**config.mk**
```make
export PLATFORM = sky130hd
export DESIGN_NAME = booth_mul_datapath
export DESIGN_NICKNAME = d
export VERILOG_FILES = /design/src/rtl/booth_mul_datapath.sv
export SDC_FILE = /design/constraint.sdc
export NUM_CORES = 1
export LEC_CHECK = 0
export BUFFER_PORTS_ARGS = -buffer_cell sky130_fd_sc_hd__buf_2
export CAP_MARGIN = 0
export CORE_MARGIN = 3
export CORE_UTILIZATION = 55
export CTS_BUF_LIST = sky130_fd_sc_hd__clkbuf_16
export CTS_CLUSTER_SIZE = 12
export DETAILED_ROUTE_END_ITERATION = 10
export PLACE_DENSITY = 0.81
export RECOVER_POWER = 25
export SETUP_SLACK_MARGIN = 0.1
export SLEW_MARGIN = 20
export SYNTH_ARGS = -nofsm -noshare
export SYNTH_HDL_FRONTEND = slang
export SYNTH_SLANG_ARGS = --single-unit
```
**constraint.sdc**
```tcl
create_clock -name clk -period 3.77 [get_ports clk]
set_input_delay 0.1885 -clock clk [delete_from_list [all_inputs] [get_ports clk]]
set_output_delay 0.1885 -clock clk [all_outputs]
set_load 0.02 [all_outputs]
```
**src/rtl/booth_mul_datapath.sv**
```systemverilog
// Sequential radix-2 Booth multiplier datapath: one Booth step per clock in DOING,
// driven by the external multiplier next-state logic through the 2-bit state code.
module booth_mul_datapath #(
  parameter int WIDTH = 32
) (
  input  logic                 clk,
  input  logic                 reset,
  input  logic [1:0]           state,
  input  logic [WIDTH-1:0]     multiplier,
  input  logic [WIDTH-1:0]     multiplicand,
  output logic [7:0]           count,
  output logic [2*WIDTH-1:0]   result
);

  localparam logic [1:0] ST_CLEAR  = 2'b00;
  localparam logic [1:0] ST_FINISH = 2'b01;
  localparam logic [1:0] ST_START  = 2'b10;
  localparam logic [1:0] ST_DOING  = 2'b11;

  // hi carries one extra bit so that +/- (-2^(WIDTH-1)) never overflows the accumulator
  logic [WIDTH:0]   hi_r;
  logic [WIDTH-1:0] lo_r;
  logic             q1_r;
  logic [WIDTH-1:0] mcand_r;
  logic [7:0]       count_r;

  logic [WIDTH:0]   mcand_ext_s;
  logic [WIDTH:0]   hi_sum_s;

  // Booth add/subtract selection on {lo[0], q_1}
  always_comb begin
    mcand_ext_s = {mcand_r[WIDTH-1], mcand_r};
    hi_sum_s    = hi_r;
    case ({lo_r[0], q1_r})
      2'b01:   hi_sum_s = hi_r + mcand_ext_s;
      2'b10:   hi_sum_s = hi_r - mcand_ext_s;
      default: hi_sum_s = hi_r;
    endcase
  end

  // Datapath registers: reset/state-decoded load, step, or hold
  always_ff @(posedge clk) begin
    if (reset) begin
      count_r <= 8'd0;
      hi_r    <= '0;
      lo_r    <= '0;
      q1_r    <= 1'b0;
      mcand_r <= '0;
    end else begin
      case (state)
        ST_CLEAR: begin
          count_r <= 8'd0;
          hi_r    <= '0;
          lo_r    <= '0;
          q1_r    <= 1'b0;
          mcand_r <= '0;
        end
        ST_START: begin
          count_r <= 8'(WIDTH);
          hi_r    <= '0;
          lo_r    <= multiplier;
          q1_r    <= 1'b0;
          mcand_r <= multiplicand;
        end
        ST_DOING: begin
          // count saturates at zero; the registers hold once the iterations are spent
          if (count_r != 8'd0) begin
            count_r <= count_r - 8'd1;
            hi_r    <= {hi_sum_s[WIDTH], hi_sum_s[WIDTH:1]};
            lo_r    <= {hi_sum_s[0], lo_r[WIDTH-1:1]};
            q1_r    <= lo_r[0];
          end else begin
            count_r <= count_r;
            hi_r    <= hi_r;
            lo_r    <= lo_r;
            q1_r    <= q1_r;
          end
        end
        ST_FINISH: begin
          count_r <= count_r;
          hi_r    <= hi_r;
          lo_r    <= lo_r;
          q1_r    <= q1_r;
          mcand_r <= mcand_r;
        end
      endcase
    end
  end

  assign count  = count_r;
  assign result = {hi_r[WIDTH-1:0], lo_r};

endmodule

```
# ---- After elaboration in Yosys (flattened, before gate mapping)
# Index checks and enable logic that the tools add are counted.
dict set report classes {
  bitwise_logic 1
  mux 10
  n_addsub 3
  n_eq_ne 6
  n_reduce_logical 5
}
# cell n
set op_table {}
lappend op_table {{case mux 33 bit (2 select lines)} 2}
lappend op_table {{case mux 32 bit (3 select lines)} 1}
lappend op_table {{case mux 32 bit (2 select lines)} 1}
lappend op_table {{adder 33 bit} 1}
lappend op_table {{two-way mux 33 bit} 1}
lappend op_table {{subtractor 33 bit} 1}
lappend op_table {{two-way mux 32 bit} 1}
lappend op_table {{case mux 8 bit (3 select lines)} 1}
lappend op_table {{two-way mux 8 bit} 1}
lappend op_table {{nonzero test 8 bit} 1}
lappend op_table {{subtractor 8 x 1 -> 8 bit, second input constant} 1}
lappend op_table {{== test 2 bit, second input constant} 3}
lappend op_table {{== test 2 x 1 -> 1 bit, second input constant} 2}
lappend op_table {{zero test 2 bit} 1}
lappend op_table {{!= test 2 bit, second input constant} 1}
lappend op_table {{case mux 1 bit (2 select lines)} 1}
lappend op_table {{AND reduction 2 bit} 1}
lappend op_table {{nonzero test 2 bit} 1}
lappend op_table {{OR reduction 2 bit} 1}
lappend op_table {{two-way mux 1 bit} 1}
lappend op_table {{NOT 1 bit} 1}
dict set report word_totals {
  inputBits 68
  reg_bits 106
}

# ---- Depth between registers and ports, before layout
# Gate-level depths: netlist (run 1).
dict set report logic_depth {
  word_depth 4
  depth_mapped 18
  ltp_nobuf 16
}

# ---- Worst setup path before layout (run 1)
# No wires, ideal clock.
dict set report synth_timing {
  path_kind {reg2reg}
  start {reg lo_r[0]}
  end {reg hi_r[29]}
  arrival_ns 3.417
  synth_period_minus_slack_ns 3.512
  slack_ns 0.258
  stages_incl_launch_ff 14
  required_ns 3.675
  path_cell_list {dfxtp_1 -> ha_1 -> clkbuf_1 -> clkbuf_1 -> mux2i_1 -> fa_1 -> a211oi_1 -> o21ai_1 -> a21boi_1 -> o21ai_1 -> o31ai_2 -> o221ai_1 -> xnor2_1 -> a221oi_1}
}
dict set report synth_between {
  elab_chain_cells 4
  word_cells_on_any_way 5
  cone_classes {eq/ne: 2; mux: 3}
}
# element line_no
set synth_rtl {}
lappend synth_rtl {{from (decl)} 22} ;# logic [WIDTH-1:0] lo_r;
lappend synth_rtl {{from (signal assigned)} 61} ;# lo_r <= multiplier;
lappend synth_rtl {{from (signal assigned)} 70} ;# lo_r <= {hi_sum_s[0], lo_r[WIDTH-1:1]};
lappend synth_rtl {{from (signal assigned)} 75} ;# lo_r <= lo_r;
lappend synth_rtl {{== test 2 bit / == test 2 x 1 -> 1 bit (equally long branches)} 34} ;# case ({lo_r[0], q1_r})
lappend synth_rtl {{case mux 33 bit (2 select lines) (*)} 34}
lappend synth_rtl {{two-way mux 33 bit (*)} 67} ;# if (count_r != 8'd0) begin
lappend synth_rtl {{case mux 33 bit (2 select lines) (*)} 50} ;# case (state)
lappend synth_rtl {{to (signal assigned)} 69} ;# hi_r <= {hi_sum_s[WIDTH], hi_sum_s[WIDTH:1]};
lappend synth_rtl {{to (signal assigned)} 74} ;# hi_r <= hi_r;
lappend synth_rtl {{to (signal assigned)} 81} ;# hi_r <= hi_r;
lappend synth_rtl {{to (decl)} 21} ;# logic [WIDTH:0] hi_r;
# Every way passes the cells marked *; elsewhere a longest branch is shown, timed or not. The select of a mux whose other input is x is not followed.
# A chain may end at the register's enable or synchronous reset.

# ---- Worst setup path after layout (run 1)
dict set report layout_timing {
  start {reg mcand_r[14]}
  end {reg hi_r[31]}
}
dict set report layout_between {
  elab_chain_cells 4
  word_cells_on_any_way 5
  cone_classes {add/sub: 2; mux: 3}
}
# element line_no
set layout_rtl {}
lappend layout_rtl {{from (decl)} 24} ;# logic [WIDTH-1:0] mcand_r;
lappend layout_rtl {{from (signal assigned)} 63} ;# mcand_r <= multiplicand;
lappend layout_rtl {{from (signal assigned)} 84} ;# mcand_r <= mcand_r;
lappend layout_rtl {{subtractor 33 bit / adder 33 bit (equally long branches)} {36, 35}}
lappend layout_rtl {{case mux 33 bit (2 select lines) (*)} 34}
lappend layout_rtl {{two-way mux 33 bit (*)} 67}
lappend layout_rtl {{case mux 33 bit (2 select lines) (*)} 50}
# Marked as above.

==> results of run 1 <==
through the flow:
step / instances / area [um2] / hold WS [ns]
finish: 1027 / 7611 / 0.02634
global route: 1027 / 7611 / 0.03170
CTS: 1016 / 7395 / 0.02288
detailed placement: 999 / 7092 / 0.3962
global placement: 999 / 7092 / 0.3864
floorplan: 742 / 6212 / 0.2971
area by class of cell:
type / count / area [um2] / share of cell area, %
Multi-Input combinational cell: 577 / 4089 / 53.72
Timing Repair Buffer: 172 / 888.4 / 11.67
Tap cell: 140 / 175.2 / 2.301
Clock inverter: 7 / 56.30 / 0.7398
Sequential cell: 105 / 2113 / 27.77
Inverter: 17 / 63.81 / 0.8384
Clock buffer: 9 / 225.2 / 2.959
cell usage in the layout (no fill, tap or decap), drive strengths merged, types with 22 or more instances in the layout:
| cell type | instances |
|---|---|
| a22oi | 22 |
| a21oi | 58 |
| buf | 128 |
| dfxtp | 105 |
| o21ai | 31 |
| a222oi | 35 |
| nor2 | 99 |
| clkbuf | 53 |
| nand2 | 53 |
| a22o | 28 |
| ha | 36 |
| xnor2 | 48 |
logic make-up after synthesis:
group,count (synthesis)
AOI/OAI and AO/OA,246
muxes,4
xor gates and xnor gates,63
DFF,105
adders and majority gates,37
and+or+nand+nor,227
buffers and inverters,60
report_power, final:
group	total, mW	switching, mW	leakage, nW	internal, mW
registers	1.21	0.0571	0.856	1.15
clock network	0.896	0.442	0.135	0.454
logic	0.978	0.587	2.14	0.391
worst min path at each step:
stage | startpoint | to | slack, ns | cells after the start
6_report | multiplicand[0] | mcand_r[0]$_SDFFE_PP0P_ | 0.03 | 3
2_1_floorplan | multiplicand[0] | mcand_r[0]$_SDFFE_PP0P_ | 0.30 | 2
3_3_place_gp | multiplicand[0] | mcand_r[0]$_SDFFE_PP0P_ | 0.39 | 3
4_1_cts | multiplicand[0] | mcand_r[0]$_SDFFE_PP0P_ | 0.02 | 3
5_1_grt | multiplicand[6] | mcand_r[6]$_SDFFE_PP0P_ | 0.03 | 2
3_5_place_dp | multiplicand[0] | mcand_r[0]$_SDFFE_PP0P_ | 0.40 | 3
cell usage after synthesis, types with 3 or more instances:
master    number
nand4_1        7
nor4_1         5
o221ai_1       3
a22o_1        28
a21oi_1       56
dfxtp_1      105
nand2b_1       5
nand3_1       13
a31oi_1        6
inv_1         17
o211ai_1       5
nand2_1       53
or3_1          6
clkbuf_1      38
o21bai_1       5
nor2_1        99
and3_1         4
a21o_1         9
a222oi_1      35
xnor2_1       48
xor2_1        15
nor2b_1        5
buf_2          4
ha_1          36
a211oi_1       5
nor3_1        18
a221oi_1       4
o21ai_0       26
a22oi_1       22
and2_1         5
o22ai_1       13
o21ai_1        5
sequential cells by signal, summed over array words and instances (netlist names):
signal   flops
count        8
hi_r        32
lo_r        32
mcand_r     32
q1_r         1
worst max-delay path, stage by stage, from the launching register on:
cell and delay (ns):
dfxtp_4 0.35, or4_4 0.55, nor3_4 0.20, buf_4 0.14, and4_1 0.26, a21oi_1 0.10, xnor2_1 0.27, ha_1 0.36
nand2_1 0.10, o211ai_1 0.14, nor3_1 0.23, a211oi_1 0.08, a2111oi_1 0.40, o41ai_1 0.16, xnor2_1 0.19, o21ai_1 0.08
per-layer routing:
layer / up-vias / track usage (%)
met4: 0 / 11.70
met3: 40 / 5.445
met2: 322 / 44.89
li1: 3069 / -
met5: - / 0
met1: 3048 / 38.59
timing repair:
action,4_1_cts,5_1_grt
pin swaps,1,25
setup buffers,1,11
setup endpoints to repair,4,13
gates resized for setup,4,44
==> out/qor.csv, run 1 <==
metric,value,unit
Routability Congestion,0.9974,
Slew headroom,47.30,%
CTS H-tree lvls,3,
first drt pass iteration count,9,
Async SR Flop Fraction,0,%
vias in the first global route,6008,
total power,3.085,mW
metal2 WL,8.434,mm
CTS Sinks,105,
P&R area growth vs syn,22.52,%
routed wl met3,1.532,mm
Initial Utilization,56.81,%
"Primary FF master, synth",dfxtp_1,
hold crit path type,in -> reg,
detailed placement HPWL,13.51,mm
Die Wd,112.3,um
uppermost layer routed,met4,
DRT Wirelength,18.49,mm
# nets final,987,
n_diodes,0,
total track usage,28.51,%
number of synthesized flops with an enable pin,0,
worst reg2reg path startpoint,mcand_r[14]$_SDFFE_PP0P_,
worst setup path class,reg -> reg,
worst-path fanout max,5,
core area,10940,um2
largest family of logic cells by synthesized area,compound AO/OA/AOI/OAI gates,
post-synth top area cell,dfxtp_1,
Adder-Cell Fraction of Synth Area,7.573,%
CTS tree,done,
PwrDens,405.4,nW/um2
Vias,6479,
Post-Syn Instances,742,
M1 wire length,8.034,mm
status,completed,
Fin. Hold Viols,0,
setup ws final,0.03340,ns
flop-to-flop setup slack,0.03,ns
FILL cells,934,
"Core Util, Final",69.60,%
Post-route DRC,0,
Reg-to-Reg End,hi_r[31]$_SDFFE_PP0P_,
Achievable Freq,0.2676,GHz
cts hold-fix bufs,0,
global-route wire length before repair,29.51,mm
initial antenna violation count,0,
IO Port Bufs,139,
fin crit share,99.11,%
Max Cap Viol,0,
fin crit period,3.737,ns
CP Capture Type,flip-flop,
clock transition at the registers of the reported paths,0.07,ns
layout cell share with drive strength beyond 1,21.76,%
sequential fraction of the synthesis area,33.84,%
Setup Skew,0.007344,ns
Final setup viols,0,
Synth Cell Area,6212,um2
post-synthesis cell type count,60,
WP data required,4.00,ns
worst slack at placement,-0.02169,ns
worst-skew pair later-pin latency,0.36,ns
post-synthesis compound-gate area fraction,28.60,%
"Arr. time, crit path",3.96,ns
via-per-instance ratio,6.309,
gr ovfl total,0,
post-synthesis simple-gate area fraction,16.72,%
CTS Buf Count,9,
Syn Area/Cell,8.372,um2
Syn Nets,847,
largest net degree at the start of global routing,66,
post-synthesis mux area share,0.6848,%
Die Span Y,112.3,um
CTS max path bufs,2,
Critical Path Source,mcand_r[14]$_SDFFE_PP0P_,
CTS root buffer,clkbuf_16,
RSZ-0062 raised after global routing,true,
Critical Path Start Type,flip-flop,
DRT iter0 DRCs,758,
Worst VDD drop,0.3391,mV
Cell Rows,38,
WL/cell,18.01,um
pins over their slew limit,0,
DIE AREA,12610,um2
Pleak,3.131,nW
Synth Register Bits,105,
Setup crit end,hi_r[31]$_SDFFE_PP0P_,
Synthesis Warnings,0,
R2R cell count,15,
Synth Area in XOR/XNOR,8.882,%
top post-synthesis cells by area,"dfxtp_1 (34%), ha_1 (7.3%), xnor2_1 (6.8%), nor2_1 (6.0%), a222oi_1 (5.6%)",
Detail Route Antenna Nets,0,
Slew @ Worst Pin,0.7888,ns
setup tns final,0,ns
count of boundary I/O pins,140,
top cell type's share of synthesized area,33.84,%
No activity file was read; power rests on OpenSTA's default activity.
==> run 2, diff against run 1 <==
--- a/config.mk
+++ b/config.mk
@@ -12,7 +12,7 @@
 export CTS_BUF_LIST = sky130_fd_sc_hd__clkbuf_16
 export CTS_CLUSTER_SIZE = 12
 export DETAILED_ROUTE_END_ITERATION = 10
-export PLACE_DENSITY = 0.81
+export PLACE_DENSITY = 0.92
 export RECOVER_POWER = 25
 export SETUP_SLACK_MARGIN = 0.1
 export SLEW_MARGIN = 20
==> out/qor.csv, run 2 (synthesis results as in run 1) <==
metric,value,unit
hold-critical path endpoint,mcand_r[24]$_SDFFE_PP0P_,
setup ws final,0.1305,ns
Die Wd,112.3,um
n_diodes,0,
Hold Crit Depth,3,
Cell Rows,38,
CTS root buffer,clkbuf_16,
total track usage,26.49,%
register area,2107,um2
fin crit share,96.54,%
status,completed,
gr ovfl total,0,
CTS Sinks,105,
worst reg2reg path startpoint,mcand_r[13]$_SDFFE_PP0P_,
hold slack,0.03748,ns
first drt pass iteration count,8,
Setup Skew,0.007099,ns
DRT iter0 DRCs,930,
WL/cell,17.48,um
fin crit period,3.640,ns
Post-route DRC,0,
Initial Utilization,56.81,%
largest net degree at the start of global routing,52,
IO Port Bufs,139,
"most common cell after layout, fill and taps aside",dfxtp_1,
PwrDens,408.7,nW/um2
layout cell share with drive strength beyond 1,20.84,%
worst-skew pair later-pin latency,0.35,ns
Pleak,3.114,nW
count of boundary I/O pins,140,
Placed Area,7074,um2
via-per-instance ratio,6.231,
CTS max path bufs,2,
worst setup path class,reg -> reg,
min-delay src,multiplicand[24],
area used by multi-input combinational logic,4093,um2
Fin. Hold Viols,0,
CTS tree,done,
Reg-to-Reg End,hi_r[30]$_SDFFE_PP0P_,
cts hold-fix bufs,0,
worst slack at placement,0.02839,ns
detailed placement HPWL,12.82,mm
FILL cells,910,
Finished Layout Cells,1018,
CTS Buf Count,9,
cell area after layout,7547,um2
"commonest cells after routing, fill and taps aside","dfxtp_1 (103), nor2_1 (97), buf_2 (95)",
Die Span Y,112.3,um
# nets final,978,
RSZ-0062 raised after global routing,true,
flop-to-flop setup slack,0.13,ns
DRT Wirelength,17.79,mm
core area,10940,um2
Slew headroom,51.75,%
Placed Cells incl. Taps,996,
vias in the first global route,5784,
Slew @ Worst Pin,0.7237,ns
WP data required,4.04,ns
P&R area growth vs syn,21.49,%
"Core Util, Final",69.02,%
Max Cap Viol,0,
Critical Path Start Type,flip-flop,
"Arr. time, crit path",3.91,ns
Vias,6343,
Routability Congestion,0.9981,
Achievable Freq,0.2748,GHz
Worst VDD drop,0.2316,mV
CP Capture Type,flip-flop,
CTS H-tree lvls,3,
DIE AREA,12610,um2
clock transition at the registers of the reported paths,0.07,ns
R2R cell count,16,
initial antenna violation count,0,
worst-path fanout max,5,
top flop regs,"hi_r: 32 flops, lo_r: 32 flops, mcand_r: 32 flops",
Final setup viols,0,
pins over their slew limit,0,
hold crit path type,in -> reg,
global-route wire length before repair,27.64,mm
Detail Route Antenna Nets,0,
==> run 2: changes by cell type in the layout (fill, tap and decap cells not counted), sizes merged <==
cell / before / now
inv: 19 / 18
bufinv: 0 / 1
buf: 128 / 119
==> run 2: power by group <==
group / leakage [nW] / switching (mW) / internal, mW / total (mW)
Clock: 0.140 / 0.409 / 0.508 / 0.916
Combinational: 2.12 / 0.582 / 0.375 / 0.957
Sequential: 0.855 / 0.0552 / 1.16 / 1.21
==> run 2: what timing repair did <==
item                                    CTS  global route
pin swaps                                 1            11
buffers inserted                          0             6
endpoints found under the setup margin    2            12
gates resized for setup                   1            44
==> run 2: final cells by class <==
cell class | instances | share of cell area [%]
Timing Repair Buffer | 163 | 10.88
Clock buffer | 9 | 2.984
Clock inverter | 7 | 0.8289
Inverter | 17 | 0.8455
Multi-Input combinational cell | 577 | 54.23
Tap cell | 140 | 2.321
Sequential cell | 105 | 27.92
==> run 2: metrics by stage <==
step / TNS (ns) / power [mW]
3_5_place_dp: 0 / 2.128
5_1_grt: -0.006383 / 3.231
2_1_floorplan: 0 / 1.888
6_report: 0 / 3.084
3_3_place_gp: 0 / 2.109
4_1_cts: 0 / 3.038
==> run 2: how the worst max path moves through the flow <==
stage | end | depth (start not counted) | slack [ns] | from
global route | hi_r[30]$_SDFFE_PP0P_ | 16 | -0.006 | mcand_r[13]$_SDFFE_PP0P_
CTS | hi_r[30]$_SDFFE_PP0P_ | 13 | 0.11 | mcand_r[10]$_SDFFE_PP0P_
detailed placement | hi_r[31]$_SDFFE_PP0P_ | 16 | 0.03 | mcand_r[10]$_SDFFE_PP0P_
finish | hi_r[30]$_SDFFE_PP0P_ | 16 | 0.13 | mcand_r[13]$_SDFFE_PP0P_
floorplan | hi_r[29]$_SDFFE_PP0P_ | 13 | 0.26 | lo_r[0]$_SDFFE_PP0P_
global placement | hi_r[31]$_SDFFE_PP0P_ | 16 | 0.11 | mcand_r[10]$_SDFFE_PP0P_
==> run 2: layer usage <==
| metal | up-vias | track usage, % | wire [um] |
|---|---|---|---|
| met5 | - | 0 | 0 |
| met4 | 0 | 10.66 | 359 |
| met3 | 29 | 3.235 | 1448 |
| met2 | 318 | 42.71 | 8110 |
| met1 | 2945 | 36.21 | 7873 |
| li1 | 3051 | - | - |
==> run 2: worst max-delay path, cell delays in order, from the launching register on <==
cell      delay, ns
dfxtp_4        0.36
or4_4          0.56
nor3_4         0.24
and3b_2        0.25
nand2_2        0.07
nor2_4         0.14
a21oi_2        0.08
xnor2_1        0.13
ha_1           0.37
buf_4          0.17
nor2b_1        0.12
o21ai_0        0.17
nand2b_1       0.11
a21oi_1        0.25
o221ai_2       0.14
or3_1          0.32
o211ai_1       0.08
